==> src/rtl/just_pass_pkg.sv <==
// Shared constants, channel-index type and parity helper for the just_pass_arb ingress stage.
package just_pass_pkg;

   localparam int DEF_DATA_WIDTH = 8;
   localparam int DEF_NUM_CH     = 2;
   localparam int DEF_DEPTH      = 4;
   localparam int CNT_W          = 16;

   // Wide enough for the largest supported channel count (8).
   typedef logic [2:0] ch_idx_t;

   function automatic int ch_w(input int n);
      return (n > 1) ? $clog2(n) : 1;
   endfunction

   // Even-parity flag: XOR of all bits, data zero-extended to 64 bits.
   function automatic logic parity_f(input logic [63:0] d);
      return ^d;
   endfunction

endpackage

==> src/rtl/just_pass_fifo.sv <==
// Single-channel synchronous FIFO: DEPTH entries, head word visible combinationally, no bypass.
module just_pass_fifo
   import just_pass_pkg::*;
#(
   parameter int DATA_WIDTH = DEF_DATA_WIDTH,
   parameter int DEPTH      = DEF_DEPTH
)(
   input  logic                  clk,
   input  logic                  rst,
   input  logic                  push_i,
   input  logic                  pop_i,
   input  logic [DATA_WIDTH-1:0] data_i,
   output logic                  full_o,
   output logic                  empty_o,
   output logic [DATA_WIDTH-1:0] head_o
);

   localparam int AW = $clog2(DEPTH);
   localparam int CW = AW + 1;

   logic [DATA_WIDTH-1:0] mem_q [DEPTH];
   logic [AW-1:0]         wr_q, wr_d, rd_q, rd_d;
   logic [CW-1:0]         cnt_q, cnt_d;
   logic                  push_ok_s, pop_ok_s;

   assign full_o    = (cnt_q == CW'(DEPTH));
   assign empty_o   = (cnt_q == {CW{1'b0}});
   assign head_o    = mem_q[rd_q];
   assign push_ok_s = push_i & ~full_o;
   assign pop_ok_s  = pop_i & ~empty_o;

   // Pointer and occupancy next-state; pointers wrap naturally at 2**AW.
   always_comb begin
      wr_d  = push_ok_s ? wr_q + AW'(1) : wr_q;
      rd_d  = pop_ok_s  ? rd_q + AW'(1) : rd_q;
      cnt_d = cnt_q;
      case ({push_ok_s, pop_ok_s})
         2'b10:   cnt_d = cnt_q + CW'(1);
         2'b01:   cnt_d = cnt_q - CW'(1);
         default: cnt_d = cnt_q;
      endcase
   end

   // Pointer and occupancy registers.
   always_ff @(posedge clk) begin
      if (rst) begin
         wr_q  <= {AW{1'b0}};
         rd_q  <= {AW{1'b0}};
         cnt_q <= {CW{1'b0}};
      end else begin
         wr_q  <= wr_d;
         rd_q  <= rd_d;
         cnt_q <= cnt_d;
      end
   end

   // Storage array; contents are don't-care until written.
   always_ff @(posedge clk) begin
      if (push_ok_s) begin
         mem_q[wr_q] <= data_i;
      end
   end

endmodule

==> src/rtl/just_pass_arb.sv <==
// Multi-channel FIFO ingress with round-robin merge onto one registered output stream.
// Optional per-channel pass counters: define JUST_PASS_ARB_CNT_EN.
module just_pass_arb
   import just_pass_pkg::*;
#(
   parameter int DATA_WIDTH = DEF_DATA_WIDTH,
   parameter int NUM_CH     = DEF_NUM_CH,
   parameter int DEPTH      = DEF_DEPTH
)(
   input  logic                           clk,
   input  logic                           rst,
   input  logic [NUM_CH-1:0]              in_valid,
   output logic [NUM_CH-1:0]              in_ready,
   input  logic [NUM_CH*DATA_WIDTH-1:0]   data_i,
   output logic                           out_valid,
   input  logic                           out_ready,
   output logic [DATA_WIDTH-1:0]          data_o,
   output logic [ch_w(NUM_CH)-1:0]        out_ch_o,
   output logic                           bool_o
`ifdef JUST_PASS_ARB_CNT_EN
  ,output logic [NUM_CH*CNT_W-1:0]        pass_cnt_o
`endif
);

   localparam int CHW = ch_w(NUM_CH);

   logic [NUM_CH-1:0]     full_s, empty_s, push_s, pop_s;
   logic [DATA_WIDTH-1:0] head_s [NUM_CH];
   logic                  stage_free_s, found_s;
   logic [CHW-1:0]        grant_s;

   logic                  valid_q, valid_d, bool_q, bool_d;
   logic [DATA_WIDTH-1:0] data_q, data_d;
   logic [CHW-1:0]        ch_q, ch_d, last_q, last_d;

   assign in_ready     = ~full_s;
   assign push_s       = in_valid & in_ready;
   assign stage_free_s = ~valid_q | out_ready;

   for (genvar g = 0; g < NUM_CH; g++) begin : g_fifo
      just_pass_fifo #(.DATA_WIDTH(DATA_WIDTH), .DEPTH(DEPTH)) u_fifo (
         .clk     (clk),
         .rst     (rst),
         .push_i  (push_s[g]),
         .pop_i   (pop_s[g]),
         .data_i  (data_i[g*DATA_WIDTH +: DATA_WIDTH]),
         .full_o  (full_s[g]),
         .empty_o (empty_s[g]),
         .head_o  (head_s[g])
      );
   end

   // Round-robin pick: lowest non-empty channel above last_q, else lowest non-empty overall.
   always_comb begin
      logic          lo_hit, hi_hit, found_hi;
      logic [CHW-1:0] g_lo, g_hi;
      lo_hit   = 1'b0;
      hi_hit   = 1'b0;
      found_hi = 1'b0;
      found_s  = 1'b0;
      g_lo     = {CHW{1'b0}};
      g_hi     = {CHW{1'b0}};
      for (int c = NUM_CH - 1; c >= 0; c--) begin
         lo_hit   = ~empty_s[c];
         hi_hit   = lo_hit & (c > int'(last_q));
         g_lo     = lo_hit ? CHW'(c) : g_lo;
         g_hi     = hi_hit ? CHW'(c) : g_hi;
         found_s  = found_s | lo_hit;
         found_hi = found_hi | hi_hit;
      end
      grant_s = found_hi ? g_hi : g_lo;
      for (int c = 0; c < NUM_CH; c++) begin
         pop_s[c] = stage_free_s & found_s & (grant_s == CHW'(c));
      end
   end

   // Output stage next-state: load on grant, drop valid when free and idle, hold on stall.
   always_comb begin
      valid_d = valid_q;
      data_d  = data_q;
      ch_d    = ch_q;
      bool_d  = bool_q;
      last_d  = last_q;
      if (stage_free_s) begin
         if (found_s) begin
            valid_d = 1'b1;
            data_d  = head_s[grant_s];
            ch_d    = grant_s;
            bool_d  = parity_f(64'(head_s[grant_s]));
            last_d  = grant_s;
         end else begin
            valid_d = 1'b0;
            bool_d  = 1'b0;
         end
      end else begin
         valid_d = valid_q;
      end
   end

   // Output register and arbiter history; reset leaves channel 0 with top priority.
   always_ff @(posedge clk) begin
      if (rst) begin
         valid_q <= 1'b0;
         data_q  <= {DATA_WIDTH{1'b0}};
         ch_q    <= {CHW{1'b0}};
         bool_q  <= 1'b0;
         last_q  <= CHW'(NUM_CH - 1);
      end else begin
         valid_q <= valid_d;
         data_q  <= data_d;
         ch_q    <= ch_d;
         bool_q  <= bool_d;
         last_q  <= last_d;
      end
   end

   assign out_valid = valid_q;
   assign data_o    = data_q;
   assign out_ch_o  = ch_q;
   assign bool_o    = bool_q;

`ifdef JUST_PASS_ARB_CNT_EN
   logic [CNT_W-1:0] cnt_q [NUM_CH];

   // Per-channel count of words leaving the output stage; wraps at 2**CNT_W.
   always_ff @(posedge clk) begin
      for (int c = 0; c < NUM_CH; c++) begin
         if (rst) begin
            cnt_q[c] <= {CNT_W{1'b0}};
         end else if (valid_q && out_ready && (ch_q == CHW'(c))) begin
            cnt_q[c] <= cnt_q[c] + CNT_W'(1);
         end else begin
            cnt_q[c] <= cnt_q[c];
         end
      end
   end

   for (genvar g = 0; g < NUM_CH; g++) begin : g_cnt
      assign pass_cnt_o[g*CNT_W +: CNT_W] = cnt_q[g];
   end
`endif

endmodule

==> config.mk <==
export PLATFORM = sky130hd
export DESIGN_NAME = just_pass_arb
export DESIGN_NICKNAME = d
export VERILOG_FILES = /design/src/rtl/just_pass_pkg.sv /design/src/rtl/just_pass_fifo.sv /design/src/rtl/just_pass_arb.sv
export SDC_FILE = /design/constraint.sdc
export NUM_CORES = 1
export LEC_CHECK = 0
export BUFFER_PORTS_ARGS = -buffer_cell sky130_fd_sc_hd__buf_4
export CORE_ASPECT_RATIO = 1.25
export CORE_MARGIN = 2
export CORE_UTILIZATION = 50
export DETAILED_ROUTE_END_ITERATION = 12
export PLACE_DENSITY = 0.72
export SLEW_MARGIN = 10
export SYNTH_ARGS = -nofsm -noshare
export SYNTH_HDL_FRONTEND = slang
export SYNTH_SLANG_ARGS = --single-unit
==> constraint.sdc <==
create_clock -name clk -period 5.5 [get_ports clk]
set_input_delay 0.825 -clock clk [delete_from_list [all_inputs] [get_ports clk]]
set_output_delay 0.825 -clock clk [all_outputs]
set_load 0.01 [all_outputs]
==> results of run 1 <==
## area by class of cell
| type | count | area, sq um | share of cell area [%] |
|---|---|---|---|
| sequential | 94 | 2520 | 57.8 |
| multi-input combinational | 137 | 1230 | 28.2 |
| timing repair buffer | 33 | 248 | 5.68 |
| clock buffer | 9 | 124 | 2.84 |
| tap | 92 | 115 | 2.64 |
| clock inverter | 7 | 72.6 | 1.66 |
| inverter | 13 | 48.8 | 1.12 |
## Yosys cell counts (all sizes together), types with 3 or more instances
cell,count
edfxtp,64
dfxtp,30
nor2,27
mux4,16
xor2,14
inv,13
mux2i,12
ha,10
a211oi,8
a21oi,8
and3,8
nand2,7
xnor2,7
clkbuf,6
buf,4
or3,3
## per-layer routing
| metal | share of wire, % | global-route usage [%] |
|---|---|---|
| met1 | 44 | 20.3 |
| met2 | 51 | 26.9 |
| met3 | 3.7 | 3.98 |
| met4 | 1.0 | 5.42 |
| met5 | 0 | 0 |
## cell families after synthesis
kind of cell / after synthesis / share of synthesized area (%)
XOR/XNOR: 21 / 4.76
AO/OA/AOI/OAI: 21 / 3.46
AND/OR/NAND/NOR: 55 / 6.93
flip-flops: 94 / 65.3
multiplexers: 28 / 12.4
buffers and inverters: 23 / 2.88
adder cells (fa/ha/maj): 12 / 4.27
## where the power goes
group          internal, W  switching [W]  total (W)
combinational     0.000370       0.000400   0.000769
sequential        0.000882      0.0000875   0.000970
clock             0.000212       0.000231   0.000443
## sequential cells by signal, indices dropped and copies added, names as in the netlist, named ones only
name / flops
g_fifo.u_fifo.rd_q: 4
out_ch_o: 1
out_valid: 1
g_fifo.u_fifo.wr_q: 4
data_o: 8
last_q: 1
g_fifo.u_fifo.cnt_q: 6
g_fifo.u_fifo.mem_q: 64
bool_o: 1
## stage by stage
step | area [sq um] | util, % | hold WS, ns | setup WS (ns)
2_1_floorplan | 3860 | - | 0.469 | 2.97
3_3_place_gp | 4170 | 55.9 | 0.486 | 2.83
3_5_place_dp | 4170 | 55.9 | 0.490 | 2.76
4_1_cts | 4360 | 58.6 | 0.504 | 2.73
5_1_grt | 4360 | 58.6 | 0.530 | 2.53
6_report | 4360 | 58.6 | 0.500 | 2.75
## path summary, 6_finish.rpt
check | cells past startpoint | endpoint | start
worst max-delay path | 9 | g_fifo[1].u_fifo.cnt_q[2] | g_fifo[0].u_fifo.cnt_q[2]
worst min-delay path | 2 | data_o[0] | data_o[0]
worst max register to register | 9 | g_fifo[1].u_fifo.cnt_q[2] | g_fifo[0].u_fifo.cnt_q[2]
worst min register to register | 2 | data_o[0] | data_o[0]
## worst min-delay path, delay by kind of cell, from the launching register on
kind               cells  cell delay (ns)
DFF                    1             0.32
and+or+nand+nor        1             0.09
AOI/OAI and AO/OA      1             0.05
==> impl_metrics.yaml, run 1 <==
outcome:
  status: "completed"
cells_and_area:
  mostFrequentLayoutCell: "edfxtp_1"
  final_nets: 321
  n_antenna_cell: 0
  synthToLayoutAreaGrowth_pct: 12.9
  drive_gt1_share_pct: 22.9
  num-fill-cells: 596
  final_cell_mix: "edfxtp_1, buf_4, dfxtp_1"
  final_cells: 385
detailed_routing:
  antenna_left: 0
  via_per_inst: 5.30
  routed_wl_microns: 6210
  drtIter0Drc: 130
  first_pass_iters: 4
  wire_per_inst_microns: 16.1
  vias: 2041
  drc_errors: 0
logic_synthesis:
  syn-num-nets: 287
  ys_ff_latch: 94
  synth_ff_type: "edfxtp_1"
  syn_area_sq_mm: 0.00386
  synth_area_leaders: "edfxtp_1, dfxtp_1, mux4_2"
  avgSynthCellArea_sq_um: 15.2
  synth_cell_types: 32
  synth_seq_area_share_pct: 65.3
  synth_top_area_cell: "edfxtp_1"
  yosys_warnings: 0
  synth_cells: 254
  synth-edff-count: 64
  synth-async-reset-ratio_pct: 0
  synth.top_cell.area_share_pct: 49.7
sta:
  post-route-period-util_pct: 50.1
  tns_ns: 0
  slew_violations: 0
  hold_violations: 0
  setup_viol: 0
  rsz0062_at_grt: "no"
  worstMarginPinSlew_ns: 1.04
  max-slew-margin-rel_pct: 30.7
  layout_min_cycle_time_ns: 2.75
  finClkSkew_ns: 0.00780
  fmax_mhz: 363
worst_setup_path:
  cp-end-kind: "register"
  critPathRequiredTime_ns: 5.77
  cp.arrival_ns: 3.03
  crit_buf_inv: 1
  crit_chain: "or3_4, a21o_1, nor2_2, ha_1, inv_1, fa_1, xor2_1, or3_1, a21oi_1"
  cp_max_fo: 13
  start_kind: "register"
  slowest_delay_ns: 0.43
  worst-setup-path-type: "reg -> reg"
  r2r_slack_ns: 2.75
  crit_slowest_cell: "a21o_1"
  timing.critical_path.max_delay_family: "simple AND/OR/NAND/NOR gates"
clock_tree:
  clk_pin_slew_ns: 0.09
  cts_hold_buf: 0
  cts_resized: 0
  cts_tree: "yes"
  numClockSinks: 94
  clk_path_buf_depth: 2
  htree_levels: 3
  cts-root-buf: "clkbuf_8"
  clock_latency_ns: 0.34
  postCtsSetupRepairBufs: 0
  numCtsBuffers: 9
hold_path:
  min_path_type: "reg -> reg"
floorplan:
  core.rowCount: 35
  die_width_microns: 82.6
  io-pin-count: 34
  initial_utilization_pct: 51.9
  core_sq_mm: 0.00744
  dieArea_sq_mm: 0.00845
  die_h_microns: 102
global_routing:
  grt_pass1_wl_microns: 9840
  grt_overflow_total: 0
  antenna_found_initial: 0
  grt_max_degree: 30
  grtUsageTotal_pct: 16.0
  grt_pass1_vias: 2077
power_and_ir_drop:
  leakage_nw: 1.63
  ir_drop_v: 0.000339
  power_density_mw_per_mm2: 500
  finalPower_w: 0.00218
place:
  hpwl_microns: 4380
  io_buffers: 33
  gp_congestion: 0.751
  dpl.cell_count: 369
flow_run:
  max_cap_viol_count: 0
Power figures use the tool's default switching activity.
==> run 2: changes to the inputs <==
--- a/config.mk
+++ b/config.mk
@@ -10,7 +10,7 @@
 export CORE_MARGIN = 2
 export CORE_UTILIZATION = 50
 export DETAILED_ROUTE_END_ITERATION = 12
-export PLACE_DENSITY = 0.72
+export PLACE_DENSITY = 0.74
 export SLEW_MARGIN = 10
 export SYNTH_ARGS = -nofsm -noshare
 export SYNTH_HDL_FRONTEND = slang
==> constraint.sdc (replaced) <==
create_clock -name clk -period 2.3 [get_ports clk]
set_input_delay 0.345 -clock clk [delete_from_list [all_inputs] [get_ports clk]]
set_output_delay 0.345 -clock clk [all_outputs]
set_load 0.01 [all_outputs]
==> run 2 against run 1 <==
Total power is 150% higher. Register-to-register slack got worse by 2.7 ns. Routed wire length increased by 1.7%. Non-clock buffer count grew 7. Sequential share of layout area is 1.1 points lower. Hold slack lost 0.32 ns. Die area did not move. Largest power group unchanged.
==> impl_metrics.yaml, run 2 (synthesis results as in run 1) <==
outcome:
  status: "completed"
sta:
  setup_ws_ns: 0.0662
  layout_min_cycle_time_ns: 2.23
  setup_viol: 0
  rsz0062_at_grt: "yes"
  post-route-period-util_pct: 97.1
  finClkSkew_ns: 0.00703
  max-slew-margin-rel_pct: 27.3
  hold_slack_ns: 0.181
  fmax_mhz: 448
  worstMarginPinSlew_ns: 1.09
  tns_ns: 0
  hold_violations: 0
  slew_violations: 0
hold_path:
  min_path_type: "in -> reg"
  whs_path_depth: 1
  hold_end: "g_fifo[0].u_fifo.mem_q[2][1]"
  hold_start: "data_i[1]"
place:
  io_buffers: 33
  gp_congestion: 0.810
  dp_slack_ns: 0.0600
  dpl.cell_count: 375
  hpwl_microns: 4420
detailed_routing:
  first_pass_iters: 4
  drtIter0Drc: 131
  drc_errors: 0
  antenna_left: 0
  wire_per_inst_microns: 16.1
  vias: 2058
  routed_wl_microns: 6310
  via_per_inst: 5.25
worst_setup_path:
  start_kind: "register"
  r2r_slack_ns: 0.07
  worstReg2RegStart: "g_fifo[0].u_fifo.cnt_q[1]"
  cp_max_fo: 3
  worstRegToRegCells: 9
  critPathRequiredTime_ns: 2.59
  cp-end-kind: "register"
  worst-setup-path-type: "reg -> reg"
  cp.arrival_ns: 2.52
  reg2reg_to: "g_fifo[1].u_fifo.cnt_q[2]"
cells_and_area:
  synthToLayoutAreaGrowth_pct: 15.1
  final_nets: 328
  drive_gt1_share_pct: 26.3
  n_antenna_cell: 0
  largest_reg_flops: 64
  fin_util_pct: 59.7
  final_cells: 392
  final_cell_mix: "edfxtp_1, buf_4, dfxtp_1"
  num-fill-cells: 600
  mostFrequentLayoutCell: "edfxtp_1"
  top_register: "g_fifo.u_fifo.mem_q"
flow_run:
  max_cap_viol_count: 0
global_routing:
  grt_overflow_total: 0
  grt_max_degree: 30
  antenna_found_initial: 0
  grt_pass1_vias: 2053
  grtUsageTotal_pct: 16.5
  grt_pass1_wl_microns: 9970
clock_tree:
  clock_latency_ns: 0.36
  cts_hold_buf: 0
  clk_path_buf_depth: 2
  numCtsBuffers: 9
  cts-root-buf: "clkbuf_8"
  cts_tree: "yes"
  htree_levels: 3
  numClockSinks: 94
  clk_pin_slew_ns: 0.09
floorplan:
  dieArea_sq_mm: 0.00845
  die_h_microns: 102
  core.rowCount: 35
  io-pin-count: 34
  core_sq_mm: 0.00744
  die_width_microns: 82.6
  initial_utilization_pct: 51.9
power_and_ir_drop:
  leakage_nw: 1.66
  power_density_mw_per_mm2: 1210
  ir_drop_v: 0.000936
-- run 2: cell count changes in the layout (fill, tap and decap cells not counted), sizes merged --
cell      change
buf           +7
clkinvlp      +1
clkbuf        +1
clkinv        -1
inv           -1
-- run 2: worst max path at each step --
stage	from	endpoint	slack [ns]
after floorplan	g_fifo[0].u_fifo.cnt_q[1]	g_fifo[1].u_fifo.cnt_q[2]	-0.09
after global placement	g_fifo[0].u_fifo.cnt_q[1]	g_fifo[1].u_fifo.cnt_q[2]	0.15
after detailed placement	g_fifo[0].u_fifo.cnt_q[1]	g_fifo[1].u_fifo.cnt_q[2]	0.06
after CTS	g_fifo[0].u_fifo.cnt_q[1]	g_fifo[1].u_fifo.cnt_q[2]	0.05
after global routing	g_fifo[0].u_fifo.cnt_q[1]	g_fifo[1].u_fifo.cnt_q[2]	-0.01
final	g_fifo[0].u_fifo.cnt_q[1]	g_fifo[1].u_fifo.cnt_q[2]	0.07
-- run 2: power breakdown --
part / leakage [nW] / switching [W] / total, W / internal (W)
Combinational: 0.733 / 0.00104 / 0.00203 / 0.000990
Sequential: 0.835 / 0.000170 / 0.00228 / 0.00211
Clock: 0.0931 / 0.000562 / 0.00107 / 0.000510
Total: 1.66 / 0.00177 / 0.00538 / 0.00361
-- run 2: through the flow --
step,total power (W),instance area [sq um]
final,0.00538,4450
after global routing,0.00575,4450
after CTS,0.00540,4430
after detailed placement,0.00432,4230
after global placement,0.00427,4230
after floorplan,0.00384,3890
-- run 2: cell type report --
cell class              count  area (sq um)  share of cell area, %
repair buffers             40           300                   6.75
flip-flops and latches     94          2520                   56.8
well taps                  92           115                   2.59
clock inverters             6          71.3                   1.60
clock buffers              10           128                   2.87
multi-input cells         137          1260                   28.3
inverters                  13          48.8                   1.10
-- run 2: metal layers --
layer	routed length (microns)	GRT usage [%]	part of all wire (%)
met2	3230	27.0	51
met4	99	7.57	1.6
met3	202	4.06	3.2
met1	2770	20.6	44
met5	0	0	0
-- run 2: what timing repair did --
item | CTS | global route
gates resized for setup | 0 | 4
buffers inserted | 0 | 1
endpoints found under the hold margin | 0 | 0
setup endpoints to repair | 0 | 2
-- run 2: worst max-delay path, cell delays in order (launching register included) --
cell     delay, ns
dfxtp_2       0.33
or3_4         0.39
a21o_1        0.22
nor2_4        0.12
ha_4          0.15
inv_2         0.04
fa_2          0.32
xor2_1        0.15
or3_1         0.31
a21oi_1       0.13
